$ cat src/rtl/sha256_stream_if.sv
`default_nettype none
// ============================================================================
//  Module      : sha256_stream_if
//  Description : Job handshake and shared-memory bus of the SHA-256 engine.
//  Revision    : 1.0
// ============================================================================
interface sha256_stream_if;
  logic        start;
  logic [15:0] msg_words;
  logic [15:0] message_addr;
  logic [15:0] output_addr;
  logic        done;
  logic        busy;
  logic        err;
  logic        mem_clk;
  logic        mem_we;
  logic [15:0] mem_addr;
  logic [31:0] mem_write_data;
  logic [31:0] mem_read_data;

  modport slave (
    input  start, msg_words, message_addr, output_addr, mem_read_data,
    output done, busy, err, mem_clk, mem_we, mem_addr, mem_write_data
  );

  modport master (
    output start, msg_words, message_addr, output_addr, mem_read_data,
    input  done, busy, err, mem_clk, mem_we, mem_addr, mem_write_data
  );
endinterface
`default_nettype wire

$ cat src/rtl/sha256_stream.sv
`default_nettype none
// ============================================================================
//  Module      : sha256_stream
//  Description : Block-at-a-time SHA-256 of a word-aligned message in shared
//                memory, with internal padding and digest write-back.
//  Revision    : 1.0
// ============================================================================
module sha256_stream #(
  parameter int MAX_WORDS = 64
) (
  input  logic            clk,
  input  logic            reset,
  sha256_stream_if.slave  bus
);

  typedef enum logic [2:0] {
    S_IDLE, S_LOAD, S_COMPUTE, S_UPDATE, S_WRITE, S_FIN, S_ERR
  } state_t;

  localparam logic [15:0] c_max_len = 16'(MAX_WORDS);

  localparam logic [31:0] c_k [64] = '{
    32'h428a2f98, 32'h71374491, 32'hb5c0fbcf, 32'he9b5dba5, 32'h3956c25b, 32'h59f111f1, 32'h923f82a4, 32'hab1c5ed5,
    32'hd807aa98, 32'h12835b01, 32'h243185be, 32'h550c7dc3, 32'h72be5d74, 32'h80deb1fe, 32'h9bdc06a7, 32'hc19bf174,
    32'he49b69c1, 32'hefbe4786, 32'h0fc19dc6, 32'h240ca1cc, 32'h2de92c6f, 32'h4a7484aa, 32'h5cb0a9dc, 32'h76f988da,
    32'h983e5152, 32'ha831c66d, 32'hb00327c8, 32'hbf597fc7, 32'hc6e00bf3, 32'hd5a79147, 32'h06ca6351, 32'h14292967,
    32'h27b70a85, 32'h2e1b2138, 32'h4d2c6dfc, 32'h53380d13, 32'h650a7354, 32'h766a0abb, 32'h81c2c92e, 32'h92722c85,
    32'ha2bfe8a1, 32'ha81a664b, 32'hc24b8b70, 32'hc76c51a3, 32'hd192e819, 32'hd6990624, 32'hf40e3585, 32'h106aa070,
    32'h19a4c116, 32'h1e376c08, 32'h2748774c, 32'h34b0bcb5, 32'h391c0cb3, 32'h4ed8aa4a, 32'h5b9cca4f, 32'h682e6ff3,
    32'h748f82ee, 32'h78a5636f, 32'h84c87814, 32'h8cc70208, 32'h90befffa, 32'ha4506ceb, 32'hbef9a3f7, 32'hc67178f2
  };

  localparam logic [31:0] c_iv [8] = '{
    32'h6a09e667, 32'hbb67ae85, 32'h3c6ef372, 32'ha54ff53a,
    32'h510e527f, 32'h9b05688c, 32'h1f83d9ab, 32'h5be0cd19
  };

  function automatic logic [31:0] rotr(input logic [31:0] x, input int n);
    return (x >> n) | (x << (32 - n));
  endfunction

  function automatic logic [31:0] bsig0(input logic [31:0] x);
    return rotr(x, 2) ^ rotr(x, 13) ^ rotr(x, 22);
  endfunction

  function automatic logic [31:0] bsig1(input logic [31:0] x);
    return rotr(x, 6) ^ rotr(x, 11) ^ rotr(x, 25);
  endfunction

  function automatic logic [31:0] ssig0(input logic [31:0] x);
    return rotr(x, 7) ^ rotr(x, 18) ^ (x >> 3);
  endfunction

  function automatic logic [31:0] ssig1(input logic [31:0] x);
    return rotr(x, 17) ^ rotr(x, 19) ^ (x >> 10);
  endfunction

  state_t      r_state;
  state_t      w_next;
  logic [15:0] r_len;
  logic [15:0] r_maddr;
  logic [15:0] r_oaddr;
  logic [6:0]  r_cnt;
  logic [7:0]  r_blk;
  logic [31:0] r_h [8];
  logic [31:0] r_w [16];
  logic [31:0] r_a, r_b, r_c, r_d, r_e, r_f, r_g, r_hh;

  logic [15:0] w_blk_base;
  logic [15:0] w_last_base;
  logic [15:0] w_last_g;
  logic        w_last_blk;
  logic [15:0] w_rd_g;
  logic [15:0] w_cap_g;
  logic        w_rd_en;
  logic [31:0] w_cap_word;
  logic [31:0] w_t1;
  logic [31:0] w_t2;
  logic [31:0] w_wnew;

  // The final block starts at (len+2) rounded down to 16 words; its last
  // word carries the bit length.
  assign w_blk_base  = {4'b0, r_blk, 4'b0};
  assign w_last_base = (r_len + 16'd2) & 16'hFFF0;
  assign w_last_g    = w_last_base + 16'd15;
  assign w_last_blk  = (w_blk_base == w_last_base);
  assign w_rd_g      = w_blk_base + {9'b0, r_cnt};
  assign w_cap_g     = w_rd_g - 16'd1;
  assign w_rd_en     = (r_state == S_LOAD) && (r_cnt < 7'd16) && (w_rd_g < r_len);

  always_comb begin
    w_cap_word = 32'h0;
    if (w_cap_g < r_len)
      w_cap_word = bus.mem_read_data;
    else if (w_cap_g == r_len)
      w_cap_word = 32'h8000_0000;
    else if (w_cap_g == w_last_g)
      w_cap_word = {11'b0, r_len, 5'b0};
  end

  assign w_t1   = r_hh + bsig1(r_e) + ((r_e & r_f) ^ (~r_e & r_g)) + c_k[r_cnt[5:0]] + r_w[0];
  assign w_t2   = bsig0(r_a) + ((r_a & r_b) ^ (r_a & r_c) ^ (r_b & r_c));
  assign w_wnew = ssig1(r_w[14]) + r_w[9] + ssig0(r_w[1]) + r_w[0];

  always_ff @(posedge clk) begin
    if (reset)
      r_state <= S_IDLE;
    else
      r_state <= w_next;
  end

  always_comb begin
    w_next = r_state;
    unique case (r_state)
      S_IDLE: begin
        if (bus.start)
          w_next = (bus.msg_words > c_max_len) ? S_ERR : S_LOAD;
      end
      S_LOAD:    if (r_cnt == 7'd16) w_next = S_COMPUTE;
      S_COMPUTE: if (r_cnt == 7'd63) w_next = S_UPDATE;
      S_UPDATE:  w_next = w_last_blk ? S_WRITE : S_LOAD;
      S_WRITE:   if (r_cnt == 7'd7) w_next = S_FIN;
      S_FIN:     w_next = S_IDLE;
      S_ERR:     w_next = S_IDLE;
      default:   w_next = S_IDLE;
    endcase
  end

  always_ff @(posedge clk) begin
    if (reset) begin
      r_cnt   <= '0;
      r_blk   <= '0;
      r_len   <= '0;
      r_maddr <= '0;
      r_oaddr <= '0;
    end else begin
      r_cnt <= (w_next != r_state) ? 7'd0 : r_cnt + 7'd1;
      if (r_state == S_IDLE && bus.start) begin
        r_len   <= bus.msg_words;
        r_maddr <= bus.message_addr;
        r_oaddr <= bus.output_addr;
        r_blk   <= '0;
      end else if (r_state == S_UPDATE) begin
        r_blk <= r_blk + 8'd1;
      end
    end
  end

  always_ff @(posedge clk) begin
    unique case (r_state)
      S_IDLE: begin
        if (bus.start)
          for (int i = 0; i < 8; i++) r_h[i] <= c_iv[i];
      end
      S_LOAD: begin
        r_a <= r_h[0]; r_b <= r_h[1]; r_c <= r_h[2]; r_d <= r_h[3];
        r_e <= r_h[4]; r_f <= r_h[5]; r_g <= r_h[6]; r_hh <= r_h[7];
        if (r_cnt != 7'd0) begin
          for (int i = 0; i < 15; i++) r_w[i] <= r_w[i + 1];
          r_w[15] <= w_cap_word;
        end
      end
      S_COMPUTE: begin
        r_hh <= r_g;
        r_g  <= r_f;
        r_f  <= r_e;
        r_e  <= r_d + w_t1;
        r_d  <= r_c;
        r_c  <= r_b;
        r_b  <= r_a;
        r_a  <= w_t1 + w_t2;
        for (int i = 0; i < 15; i++) r_w[i] <= r_w[i + 1];
        r_w[15] <= w_wnew;
      end
      S_UPDATE: begin
        r_h[0] <= r_h[0] + r_a;  r_h[1] <= r_h[1] + r_b;
        r_h[2] <= r_h[2] + r_c;  r_h[3] <= r_h[3] + r_d;
        r_h[4] <= r_h[4] + r_e;  r_h[5] <= r_h[5] + r_f;
        r_h[6] <= r_h[6] + r_g;  r_h[7] <= r_h[7] + r_hh;
      end
      default: ;
    endcase
  end

  assign bus.mem_clk = clk;
  assign bus.busy    = (r_state != S_IDLE);
  assign bus.done    = (r_state == S_FIN) || (r_state == S_ERR);
  assign bus.err     = (r_state == S_ERR);
  assign bus.mem_we  = (r_state == S_WRITE);

  always_comb begin
    bus.mem_addr       = 16'h0;
    bus.mem_write_data = 32'h0;
    if (w_rd_en)
      bus.mem_addr = r_maddr + w_rd_g;
    else if (r_state == S_WRITE) begin
      bus.mem_addr       = r_oaddr + {9'b0, r_cnt};
      bus.mem_write_data = r_h[r_cnt[2:0]];
    end
  end

endmodule
`default_nettype wire
$ cat src/flat_wrapper.sv
// flat-port wrapper written by rule: the top's interface ports become plain ports
module sha256_stream_flat 
#(
  parameter int MAX_WORDS = 64
)
  (clk, reset, bus_start, bus_msg_words, bus_message_addr, bus_output_addr, bus_mem_read_data, bus_done, bus_busy, bus_err, bus_mem_clk, bus_mem_we, bus_mem_addr, bus_mem_write_data);
  sha256_stream_if bus_i ();
  input  logic clk;
  input  logic reset;
  input wire logic [$bits(bus_i.start)-1:0] bus_start;
  input wire logic [$bits(bus_i.msg_words)-1:0] bus_msg_words;
  input wire logic [$bits(bus_i.message_addr)-1:0] bus_message_addr;
  input wire logic [$bits(bus_i.output_addr)-1:0] bus_output_addr;
  input wire logic [$bits(bus_i.mem_read_data)-1:0] bus_mem_read_data;
  output wire logic [$bits(bus_i.done)-1:0] bus_done;
  output wire logic [$bits(bus_i.busy)-1:0] bus_busy;
  output wire logic [$bits(bus_i.err)-1:0] bus_err;
  output wire logic [$bits(bus_i.mem_clk)-1:0] bus_mem_clk;
  output wire logic [$bits(bus_i.mem_we)-1:0] bus_mem_we;
  output wire logic [$bits(bus_i.mem_addr)-1:0] bus_mem_addr;
  output wire logic [$bits(bus_i.mem_write_data)-1:0] bus_mem_write_data;
  assign bus_i.start = bus_start;
  assign bus_i.msg_words = bus_msg_words;
  assign bus_i.message_addr = bus_message_addr;
  assign bus_i.output_addr = bus_output_addr;
  assign bus_i.mem_read_data = bus_mem_read_data;
  assign bus_done = bus_i.done;
  assign bus_busy = bus_i.busy;
  assign bus_err = bus_i.err;
  assign bus_mem_clk = bus_i.mem_clk;
  assign bus_mem_we = bus_i.mem_we;
  assign bus_mem_addr = bus_i.mem_addr;
  assign bus_mem_write_data = bus_i.mem_write_data;
  sha256_stream #(.MAX_WORDS(MAX_WORDS)) u_core (.clk(clk), .reset(reset), .bus(bus_i));
endmodule
$ cat config.mk
export PLATFORM = sky130hd
export DESIGN_NAME = sha256_stream_flat
export DESIGN_NICKNAME = d
export VERILOG_FILES = /design/src/rtl/sha256_stream_if.sv /design/src/rtl/sha256_stream.sv /design/src/flat_wrapper.sv
export SDC_FILE = /design/constraint.sdc
export NUM_CORES = 2
export LEC_CHECK = 0
export CAP_MARGIN = 20
export CORE_ASPECT_RATIO = 0.9
export CORE_MARGIN = 5
export CORE_UTILIZATION = 33
export CTS_CLUSTER_SIZE = 16
export DETAILED_ROUTE_END_ITERATION = 8
export PLACE_DENSITY_LB_ADDON = 0.12
export SLEW_MARGIN = 20
export SYNTH_ARGS = -nofsm -noshare
export SYNTH_HDL_FRONTEND = slang
export SYNTH_SLANG_ARGS = --single-unit
$ cat constraint.sdc
create_clock -name clk -period 37.7 [get_ports clk]
set_input_delay 9.425 -clock clk [delete_from_list [all_inputs] [get_ports clk]]
set_output_delay 9.425 -clock clk [all_outputs]
set_load 0.03 [all_outputs]
==> qor.log <==
[sta] final count of negative-setup-slack endpoints 0
[placed_design] GPL Wtd Cong 0.902
[floorplan] Std-Cell Rows 160
[synth] prevailing post-synth register cell edfxtp_1
[synth] Area contributors post-synth edfxtp_1, ha_1, nand2_1, fa_1, xnor2_1
[synth] sequential fraction of the synthesis area 0.459
[critical_path] R2R depth 30
[sta] Setup TNS Final 0 ns
[synth] number of warnings reported in the yosys synthesis log 0
[sta] clk_skew 0.0854 ns
[critical_path] Crit. End Element output port
[sta] number of hold-slack violations in the final timing report 0
[sta] setup repair after global routing missed its margin no
[hold_path] path category of the worst min-delay check reg -> reg
[synth] post-synth net total 7346
[global_route] first-pass GRT wire length 358000 µm
[placed_design] Detail Placement HPWL 186000 µm
[sta] Slew HR 0.186
[synth] fraction of synthesized cell area taken by the top area cell type 0.440
[clock_tree] Resize count post-CTS 0
[outcome] result of the run completed
[critical_path] ordered cell list for the critical path clkbuf_16 -> clkbuf_16 -> clkdlybuf4s50_1
[layout] Post-layout nets 7438
[floorplan] core box area 211000 µm²
[global_route] grt ovf 0
[floorplan] number of I/O pins 136
[global_route] initial antenna violation count 5
[synth] flip-flop and latch count after synthesis 1090
[sta] Final Max Tran Viols 0
[clock_tree] CTS tree done
[synth] Post-Syn Instances 6616
[critical_path] category of the worst setup path launch point clock port
[synth] synthesized area per cell 10.6 µm²
[drt] routed len/inst 25.8 µm
[drt] number of DRC markers after the initial detailed-route iteration 5282
[critical_path] critical path buffer and inverter count 3
[critical_path] CP required 28.27 ns
[layout] fraction of layout cells with a size suffix above 1 0.0626
[synth] Mapped Area 69800 µm²
[clock_tree] hold-fix buffer count after cts 0
[floorplan] effective utilization at floorplan 0.331
[synth] share of flip-flops with an asynchronous set or reset 0
[placed_design] number of buffers added on ports 135
[sta] actual slew at the worst max-slew pin 1.21 ns
[synth] top cells by count, synth nand2_1, edfxtp_1, ha_1
[drt] number of remaining DRC errors 0
[critical_path] stages on the worst setup path 3
[hold_path] instance count along the most critical hold path 0
[critical_path] largest delay contributor family on the critical path buffers and inverters
[placed_design] pre-CTS setup slack 8.86 ns
[clock_tree] worst skew pair latency 0.94 ns
[synth] number of enable-type register cells in the synthesized netlist 1024
[critical_path] kind of critical path clk -> out
[synth] count of distinct cell types in the synthesized netlist 92
[floorplan] die area 221000 µm²
[critical_path] WP data arrival 19.67 ns
[floorplan] die extent in x 495 µm
[drt] overall routed net length 249000 µm
[clock_tree] clock edge transition at the registers on the reported setup and hold paths 0.06 ns
[critical_path] crit path max fanout 2
[drt] first-pass iteration count of the detailed router 8
[critical_path] Largest stage delay, worst path 0.58 ns
[global_route] vias in the first global route 49600
[synth] cell taking the most area after synthesis edfxtp_1
[global_route] Tot GR Track Use 0.221
[global_route] maximum number of pins on one net before global-route repair 133
[drt] number of routed nets with antenna violations 0
[synth] top-count cell post-synth nand2_1
[clock_tree] total setup buffers inserted after CTS 0
[sta] post-route setup slack 8.60 ns
[job] number of max-cap violations 0
[critical_path] CP most frequent cell clkbuf_16
[floorplan] vertical die dimension 446 µm
[critical_path] standard cell with the maximum stage delay on the critical path clkdlybuf4s50_1
[drt] per-cell via count in the routed design 5.33
[layout] layout-stage area growth over the synthesis result 13.4%
[drt] DR vias 51500
registers in the layout, indices dropped and copies added (netlist names):
register	count
u_core.r_c	32
u_core.r_hh	32
u_core.r_a	32
u_core.r_e	32
u_core.r_cnt	7
u_core.r_oaddr	16
u_core.r_blk	8
u_core.r_d	32
u_core.r_state	3
u_core.r_b	32
u_core.r_h	256
u_core.r_len	16
u_core.r_g	32
u_core.r_maddr	16
u_core.r_w	512
u_core.r_f	32
metal layers:
layer	vias up	routed length, µm	global-route usage	share of wire
li1	23900	-	-	-
met1	25800	121000	0.336	0.49
met2	1535	106000	0.328	0.43
met3	235	16500	0.0397	0.066
met4	2	4530	0.0434	0.018
met5	-	13	0	0.000052
path summary, 6_finish.rpt:
check                                         from                  to  slack [ns]
worst max register to register     u_core.r_cnt[1]      u_core.r_a[31]       25.02
worst min register to register  u_core.r_w[0][203]  u_core.r_w[0][171]        0.37
worst max-delay path                           clk         bus_mem_clk        8.60
worst min-delay path            u_core.r_w[0][203]  u_core.r_w[0][171]        0.37
through the flow:
step / hold WS [ns] / std cells / cell area, µm² / util
finish: 0.372 / 9653 / 79200 / 0.376
global route: 0.384 / 9652 / 79200 / 0.376
CTS: 0.370 / 9651 / 79200 / 0.376
detailed placement: 0.405 / 9400 / 74500 / 0.353
global placement: 0.400 / 9400 / 74500 / 0.353
floorplan: 0.400 / 6616 / 69800 / -
cell usage in the layout (no fill, tap or decap), types with 51 or more instances in the layout:
cell,synthesis,layout
nand2_1,1159,1156
edfxtp_1,1024,1024
ha_1,449,449
a21oi_1,437,436
xnor2_1,408,407
nor2_1,342,340
inv_1,336,336
o21ai_0,319,319
xor2_1,202,202
fa_1,198,198
a21o_1,196,196
clkbuf_16,0,140
clkdlybuf4s50_1,0,134
nor3_1,108,106
nand3_1,98,98
buf_4,2,87
nand2b_1,76,75
mux4_2,69,69
nor2b_1,62,62
dfxtp_1,66,60
o21a_1,57,57
and3_1,51,51
a31oi_1,51,51
worst reg2reg max path: cells and delay by family (launching register included):
family | cells | cell delay [ns]
AOI/OAI and AO/OA | 15 | 5.71
xor gates and xnor gates | 2 | 0.51
adders and majority gates | 7 | 3.42
buffers and inverters | 2 | 0.78
DFF | 1 | 0.91
and+or+nand+nor | 4 | 1.13
cell families after synthesis:
logic type / count (synthesis) / share of synthesized area
simple gates: 2077 / 0.130
compound gates: 1435 / 0.130
flops: 1090 / 0.459
fa+ha+maj: 674 / 0.141
buf+inv: 616 / 0.0336
xor+xnor: 611 / 0.0768
mux: 113 / 0.0286
final cells by class:
cell class,instances,area (µm²)
inverter,339,1270
antenna,1,2.50
multi-input combinational,4910,35500
clock buffer,170,3650
sequential,1090,32100
fill,20800,132000
clock inverter,82,1060
timing repair buffer,226,2080
tap,2835,3550
Power is not shown: default switching activity piles up to over one toggle a cycle in this logic, so the estimate is an artifact.
